--- src/rtl/oc_issue_sched.sv ---
// oc_issue_sched
//   Issue scheduler downstream of the 4-entry operand collector. Each cycle it
//   picks at most one ready collector for the ALU pipe and at most one for the
//   MEM pipe using independent round-robin pointers. It drives the release
//   grants and a same-cycle select index. It also holds a one-entry issue
//   register per pipe with a valid/ready handshake toward EX. Wrapping issue
//   counters are provided for performance monitoring.
//
// Ports
//   clk, rst           clock, asynchronous active-high reset
//   RDY[3:0]           collector i holds all operands and is valid
//   IsMem[3:0]         collector i holds a memory op
//   ALU_Ready          ALU EX consumes the ALU issue register this cycle
//   MEM_Ready          MEM stage consumes the MEM issue register this cycle
//   Flush              kills both issue registers, suppresses grants
//   ALU/MEM_Grt_Sched_OC  one-hot-or-zero grant / release strobe
//   ALU/MEM_Sel_OCID      index of the current grant (0 when none)
//   ALU/MEM_Issue_Valid   issue register occupied
//   ALU/MEM_Issue_OCID    collector index held in the issue register
//   ALU/MEM_Issue_Cnt     wrapping grant counters
module oc_issue_sched #(
    parameter int NUM_OC = 4,
    parameter int OCID_W = 2,
    parameter int CNT_W  = 16
) (
    input  logic              clk,
    input  logic              rst,
    input  logic [NUM_OC-1:0] RDY,
    input  logic [NUM_OC-1:0] IsMem,
    input  logic              ALU_Ready,
    input  logic              MEM_Ready,
    input  logic              Flush,
    output logic [NUM_OC-1:0] ALU_Grt_Sched_OC,
    output logic [NUM_OC-1:0] MEM_Grt_Sched_OC,
    output logic [OCID_W-1:0] ALU_Sel_OCID,
    output logic [OCID_W-1:0] MEM_Sel_OCID,
    output logic              ALU_Issue_Valid,
    output logic [OCID_W-1:0] ALU_Issue_OCID,
    output logic              MEM_Issue_Valid,
    output logic [OCID_W-1:0] MEM_Issue_OCID,
    output logic [CNT_W-1:0]  ALU_Issue_Cnt,
    output logic [CNT_W-1:0]  MEM_Issue_Cnt
);

    logic [OCID_W-1:0] alu_ptr;
    logic [OCID_W-1:0] mem_ptr;

    logic [NUM_OC-1:0] elig_alu;
    logic [NUM_OC-1:0] elig_mem;
    logic              can_alu;
    logic              can_mem;

    logic              alu_found;
    logic              mem_found;
    logic [OCID_W-1:0] alu_idx;
    logic [OCID_W-1:0] mem_idx;
    logic [OCID_W-1:0] cand_alu;
    logic [OCID_W-1:0] cand_mem;
    logic              alu_fire;
    logic              mem_fire;

    assign elig_alu = RDY & ~IsMem;
    assign elig_mem = RDY & IsMem;
    assign can_alu  = ~ALU_Issue_Valid | ALU_Ready;
    assign can_mem  = ~MEM_Issue_Valid | MEM_Ready;

    // Scan ptr, ptr+1, ... (mod NUM_OC); first eligible index wins.
    always_comb begin
        alu_found = 1'b0;
        mem_found = 1'b0;
        alu_idx   = '0;
        mem_idx   = '0;
        cand_alu  = '0;
        cand_mem  = '0;
        for (int unsigned off = 0; off < NUM_OC; off++) begin
            cand_alu = alu_ptr + OCID_W'(off);
            cand_mem = mem_ptr + OCID_W'(off);
            if (!alu_found && elig_alu[cand_alu]) begin
                alu_found = 1'b1;
                alu_idx   = cand_alu;
            end
            if (!mem_found && elig_mem[cand_mem]) begin
                mem_found = 1'b1;
                mem_idx   = cand_mem;
            end
        end
    end

    // rst gates the grants: the cleared issue registers alone would
    // otherwise allow a grant while reset is still held.
    assign alu_fire = alu_found & can_alu & ~Flush & ~rst;
    assign mem_fire = mem_found & can_mem & ~Flush & ~rst;

    always_comb begin
        ALU_Grt_Sched_OC = '0;
        MEM_Grt_Sched_OC = '0;
        ALU_Sel_OCID     = '0;
        MEM_Sel_OCID     = '0;
        if (alu_fire) begin
            ALU_Grt_Sched_OC[alu_idx] = 1'b1;
            ALU_Sel_OCID              = alu_idx;
        end
        if (mem_fire) begin
            MEM_Grt_Sched_OC[mem_idx] = 1'b1;
            MEM_Sel_OCID              = mem_idx;
        end
    end

    always_ff @(posedge clk or posedge rst) begin
        if (rst) begin
            alu_ptr         <= '0;
            ALU_Issue_Valid <= 1'b0;
            ALU_Issue_OCID  <= '0;
            ALU_Issue_Cnt   <= '0;
        end else if (Flush) begin
            ALU_Issue_Valid <= 1'b0;
        end else if (alu_fire) begin
            ALU_Issue_Valid <= 1'b1;
            ALU_Issue_OCID  <= alu_idx;
            alu_ptr         <= alu_idx + OCID_W'(1);
            ALU_Issue_Cnt   <= ALU_Issue_Cnt + CNT_W'(1);
        end else if (ALU_Ready) begin
            ALU_Issue_Valid <= 1'b0;
        end
    end

    always_ff @(posedge clk or posedge rst) begin
        if (rst) begin
            mem_ptr         <= '0;
            MEM_Issue_Valid <= 1'b0;
            MEM_Issue_OCID  <= '0;
            MEM_Issue_Cnt   <= '0;
        end else if (Flush) begin
            MEM_Issue_Valid <= 1'b0;
        end else if (mem_fire) begin
            MEM_Issue_Valid <= 1'b1;
            MEM_Issue_OCID  <= mem_idx;
            mem_ptr         <= mem_idx + OCID_W'(1);
            MEM_Issue_Cnt   <= MEM_Issue_Cnt + CNT_W'(1);
        end else if (MEM_Ready) begin
            MEM_Issue_Valid <= 1'b0;
        end
    end

endmodule

--- config.mk ---
export PLATFORM = sky130hd
export DESIGN_NAME = oc_issue_sched
export DESIGN_NICKNAME = d
export VERILOG_FILES = /design/src/rtl/oc_issue_sched.sv
export SDC_FILE = /design/constraint.sdc
export NUM_CORES = 1
export LEC_CHECK = 0
export CORE_UTILIZATION = 43
export CTS_CLUSTER_DIAMETER = 40
export CTS_CLUSTER_SIZE = 40
export DETAILED_ROUTE_END_ITERATION = 6
export PLACE_DENSITY_LB_ADDON = 0.15
export SLEW_MARGIN = 20
export SYNTH_ARGS = -nofsm -noshare
export SYNTH_HDL_FRONTEND = slang
export SYNTH_SLANG_ARGS = --single-unit
--- constraint.sdc ---
create_clock -name clk -period 1.3 [get_ports clk]
set_input_delay 0.195 -clock clk [delete_from_list [all_inputs] [get_ports clk]]
set_output_delay 0.195 -clock clk [all_outputs]
set_load 0.05 [all_outputs]
==> summary.md, run 1 <==
| Metric | Value |
|---|---|
| Synth Cell Area | `0.00223 mm²` |
| HPWL after detailed placement | `5010 µm` |
| IO Count | `63` |
| Ys Warns | `0` |
| Net count of the mapped netlist | `237` |
| CTS H-Tree Depth | `2` |
| Post-synthesis sequential area ratio | `47.1%` |
| Dominant synthesized flop cell | `dfrtp_1` |
| CTS Buf Count | `5` |
| # rows | `25` |
| Cell taking the most area after synthesis | `dfrtp_1` |
| Clock Root Buffer | `clkbuf_8` |
| GP Congestion | `0.868` |
| Post-GRT worst EP | `ALU_Grt_Sched_OC[3]` |
| Placed insts | `411` |
| CTS Sinks | `42` |
| Largest net degree at the start of global routing | `22` |
| I/O Buffers | `62` |
| DIE HEIGHT | `74.0 µm` |
| Die width | `74.0 µm` |
| Synth top area share | `47.1%` |
| Initial Utilization | `46.0%` |
| Largest cells by area after synthesis | `dfrtp_1 (47%), xnor2_1 (7.5%), xor2_1 (5.1%)` |
| Exit stage | `5_1_grt` |
| Synthesized instance count | `222` |
| Stop err | `[ERROR DPL-0038] Utilization greater than 100%, impossible to legalize` |
| Bufs on Longest Clock Path | `2` |
| Async SR Flop Fraction | `100%` |
| Worst End Pin Type | `primary output` |
| Number of synthesized flops with an enable pin | `0` |
| Register bit count reported by yosys | `42` |
| Syn avg cell area | `10.0 µm²` |
| Distinct cells, synth | `45` |
| Hold_buf cts | `0` |
| Status | `stopped before the end` |
-- Yosys cell counts (all sizes together) (2+ instances only) --
| cell type | number |
|---|---|
| clkbuf | 2 |
| nand4 | 6 |
| and2 | 4 |
| dfrtp | 42 |
| a21o | 4 |
| a21oi | 4 |
| xor2 | 13 |
| o21ai | 6 |
| o21a | 3 |
| o221ai | 2 |
| nor2b | 6 |
| and3 | 3 |
| ha | 2 |
| buf | 2 |
| nand2 | 27 |
| inv | 8 |
| or2 | 2 |
| nor2 | 22 |
| nor4 | 3 |
| nand2b | 6 |
| nor3 | 8 |
| xnor2 | 19 |
| nand3 | 12 |
| and4 | 2 |
| a22oi | 3 |
-- timing repair --
action                     CTS
resized for setup          106
setup endpoints to repair   52
buffers inserted            21
pin swaps                   36
hold endpoints to repair     0
-- kinds of logic after synthesis --
kind of cell | Yosys count | share of synthesized area (%)
buffers and inverters | 12 | 2.41
XOR/XNOR | 32 | 12.6
AO/OA/AOI/OAI | 30 | 10.3
flip-flops | 42 | 47.1
multiplexers | 2 | 1.51
adder cells (fa/ha/maj) | 2 | 1.12
AND/OR/NAND/NOR | 102 | 25.0
-- metrics by stage --
step | util (%) | TNS (ns) | setup WS [ns] | instance area [µm²]
floorplan | - | -12.80 | -0.634 | 2460
global placement | 84.8 | -37.46 | -0.856 | 4110
detailed placement | 84.8 | -39.66 | -0.883 | 4110
CTS | 96.1 | -16.59 | -0.638 | 4660
==> run 2, diff against run 1 <==
--- a/config.mk
+++ b/config.mk
@@ -5,9 +5,7 @@
 export SDC_FILE = /design/constraint.sdc
 export NUM_CORES = 1
 export LEC_CHECK = 0
-export CORE_UTILIZATION = 43
-export CTS_CLUSTER_DIAMETER = 40
-export CTS_CLUSTER_SIZE = 40
+export CORE_UTILIZATION = 39
 export DETAILED_ROUTE_END_ITERATION = 6
 export PLACE_DENSITY_LB_ADDON = 0.15
 export SLEW_MARGIN = 20
==> constraint.sdc (replaced) <==
create_clock -name clk -period 1.69 [get_ports clk]
set_input_delay 0.2535 -clock clk [delete_from_list [all_inputs] [get_ports clk]]
set_output_delay 0.2535 -clock clk [all_outputs]
set_load 0.05 [all_outputs]
==> summary.md, run 2 <==
| Metric | Value |
|---|---|
| Status | `finished with violations` |
| Failing checks | `negative setup slack` |
| Clk slew on worst S/H paths | `0.07 ns` |
| CTS tree | `built` |
| Share of layout cells above drive strength 1 | `53.1%` |
| Area occupied by multi-input gates | `0.00139 mm²` |
| Initial Utilization | `40.5%` |
| Delay-heaviest family, CP | `multiplexers` |
| Most common cell after layout, fill and taps aside | `buf_4` |
| Period minus WS final | `2.00 ns` |
| Final setup viols | `15` |
| CP Data Required Time | `1.44 ns` |
| Via density per instance | `4.96` |
| Final ANT Viol Nets | `0` |
| RSZ-0062 raised after global routing | `true` |
| GRT Util Overall | `18.6%` |
| HPWL after detailed placement | `3810 µm` |
| Max-cap viol count | `0` |
| Min-delay worst type | `in -> async` |
| Register bit count reported by yosys | `42` |
| Synthesized instance count | `222` |
| Layout net count | `351` |
| Synth top area share | `47.1%` |
| Worst setup margin | `-0.308 ns` |
| Core area | `0.00551 mm²` |
| GP Congestion | `0.798` |
| Ys Warns | `0` |
| Drt drc | `0` |
| Maximum VDD drop | `1330 µV` |
| Distinct cells, synth | `45` |
| # rows | `27` |
| CP Cell Sequence | `mux4_2 -> nand3_4 -> clkinvlp_4 -> buf_8` |
| Critical setup path kind | `reg -> out` |
| CTS H-Tree Depth | `2` |
| Clock latency reported for the late side of the worst-skew pair | `0.29 ns` |
| Congestion Overflow GR | `0` |
| Pwr dens | `1110 mW/mm²` |
| Top-count cell post-synth | `dfrtp_1` |
| Critical path origin | `mem_ptr[1]$_DFFE_PP0P_` |
| Crit path arrival time | `1.74 ns` |
| Register Area | `0.00107 mm²` |
| Crit path buf inv count | `2` |
| Final worst-path cycle share | `118%` |
| Bufs on Longest Clock Path | `2` |
| Syn avg cell area | `10.0 µm²` |
| Fin util | `67.3%` |
| Final Skew | `0.00652 ns` |
| Largest net degree at the start of global routing | `20` |
| Largest cells by area after synthesis | `dfrtp_1 (47%), xnor2_1 (7.5%), xor2_1 (5.1%)` |
| Fillers | `448` |
| CTS Sinks | `42` |
| Clock Root Buffer | `clkbuf_8` |
| DIE HEIGHT | `77.6 µm` |
| Routed WL | `5240 µm` |
| First-pass DRT Iterations | `4` |
| RR Startpoint | `MEM_Issue_Valid$_DFFE_PP0P_` |
| WL per Instance | `12.8 µm` |
| Post-synth top cells | `dfrtp_1 (42), nand2_1 (27), nor2_1 (22)` |
| Crit path largest cell delay | `0.58 ns` |
| Leak pwr | `1.71 nW` |
| Die width | `77.6 µm` |
| Most frequent cells in the layout | `buf_4 (79), dfrtp_1 (30), nand2_1 (24)` |
| I/O Buffers | `62` |
| IO Count | `63` |
| Fin. Hold Viols | `0` |
| Layout area overhead | `66.1%` |
| Net count of the mapped netlist | `237` |
| CP max stage cell | `mux4_2` |
| Hold_buf cts | `0` |
| Worst-Margin Slew | `0.429 ns` |
| Relative slew margins | `71.2%` |
| Number of synthesized flops with an enable pin | `0` |
| Largest regs | `ALU_Issue_Cnt: 16 flops, MEM_Issue_Cnt: 16 flops` |
| Post-synthesis sequential area ratio | `47.1%` |
| N_diodes | `0` |
| Crit path max fanout | `5` |
| Async SR Flop Fraction | `100%` |
| Dominant synthesized flop cell | `dfrtp_1` |
| CP Launch Type | `register` |
| Total negative slack | `-2.49 ns` |
| Slew Limit Fails | `0` |
| CTS Buf Count | `5` |
| Antenna violations before repair | `0` |
| Cell taking the most area after synthesis | `dfrtp_1` |
| Fmax achieved | `0.501 GHz` |
| Die Footprint | `0.00603 mm²` |
| Global-route wire length before repair | `8890 µm` |
| Synth Cell Area | `0.00223 mm²` |
| Initial DRC Count | `80` |
| Crit. End Element | `primary output` |
| Via count of the first global-routing pass | `1973` |
| Vias | `2030` |
## run 2: cell counts after synthesis
Identical to the previous run, type by type.
## run 2: cells by family after synthesis
kind of cell | synth area share, %
flip-flops | 47.1
AND/OR/NAND/NOR | 25.0
AO/OA/AOI/OAI | 10.3
buffers and inverters | 2.41
adder cells (fa/ha/maj) | 1.12
multiplexers | 1.51
XOR/XNOR | 12.6
## run 2: through the flow
step | std cells | total power (W) | worst slack (ns) | hold slack [ns] | cell area (µm²)
after global routing | 409 | 0.00433 | -0.365 | 0.335 | 3700
after CTS | 405 | 0.00403 | -0.270 | 0.306 | 3570
final | 409 | 0.00412 | -0.308 | 0.307 | 3700
after floorplan | 222 | 0.00263 | -0.303 | 0.316 | 2370
after detailed placement | 388 | 0.00327 | -0.716 | 0.461 | 3340
after global placement | 388 | 0.00324 | -0.672 | 0.458 | 3340
## run 2: cell type report
cell class | count | share of cell area, %
well taps | 72 | 2.43
clock inverters | 1 | 0.135
repair buffers | 111 | 27.9
clock buffers | 7 | 2.33
flip-flops and latches | 42 | 28.8
inverters | 8 | 1.05
multi-input cells | 168 | 37.4
## run 2: final timing paths
path / endpoint / slack (ns) / depth (start not counted)
worst max-delay path: MEM_Sel_OCID[0] / -0.31 / 4
worst min-delay path: MEM_Issue_Cnt[2]$_DFFE_PP0P_ / 0.31 / 3
worst max register to register: MEM_Issue_Cnt[9]$_DFFE_PP0P_ / -0.03 / 9
worst min register to register: MEM_Issue_Cnt[15]$_DFFE_PP0P_ / 0.47 / 1
max in group asynchronous: MEM_Issue_Valid$_DFFE_PP0P_ / 0.98 / 4
min in group clk: MEM_Issue_Cnt[15]$_DFFE_PP0P_ / 0.47 / 1
## run 2: worst register-to-register path, stage by stage (launching register included)
cell and delay, ns:
dfrtp_2 0.41, nor2b_4 0.15, a2111oi_4 0.17, buf_4 0.19, buf_6 0.09, buf_6 0.10, buf_6 0.10, nand3_4 0.13
nor3_4 0.17, xor2_1 0.15
## run 2: routing by layer
| layer | up-vias | GRT usage, % | share of wire, % |
|---|---|---|---|
| li1 | 991 | - | - |
| met1 | 977 | 23.6 | 44 |
| met2 | 52 | 30.7 | 50 |
| met3 | 10 | 3.88 | 4.8 |
| met4 | 0 | 7.55 | 1.8 |
| met5 | - | 0 | 0 |
## run 2: power by group
| group | switching [W] | total (W) | internal, W |
|---|---|---|---|
| Clock | 0.000334 | 0.000664 | 0.000330 |
| Combinational | 0.00114 | 0.00197 | 0.000826 |
| Sequential | 0.000273 | 0.00148 | 0.00121 |
| Total | 0.00175 | 0.00412 | 0.00237 |
## run 2: repair_timing
action | 4_1_cts | 5_1_grt
endpoints found under the hold margin | 0 | 0
setup endpoints to repair | 44 | 27
pin swaps | 16 | 13
gates resized for setup | 41 | 32
gates cloned | 0 | 0
setup buffers | 9 | 5
(Power assumes the default switching activity.)
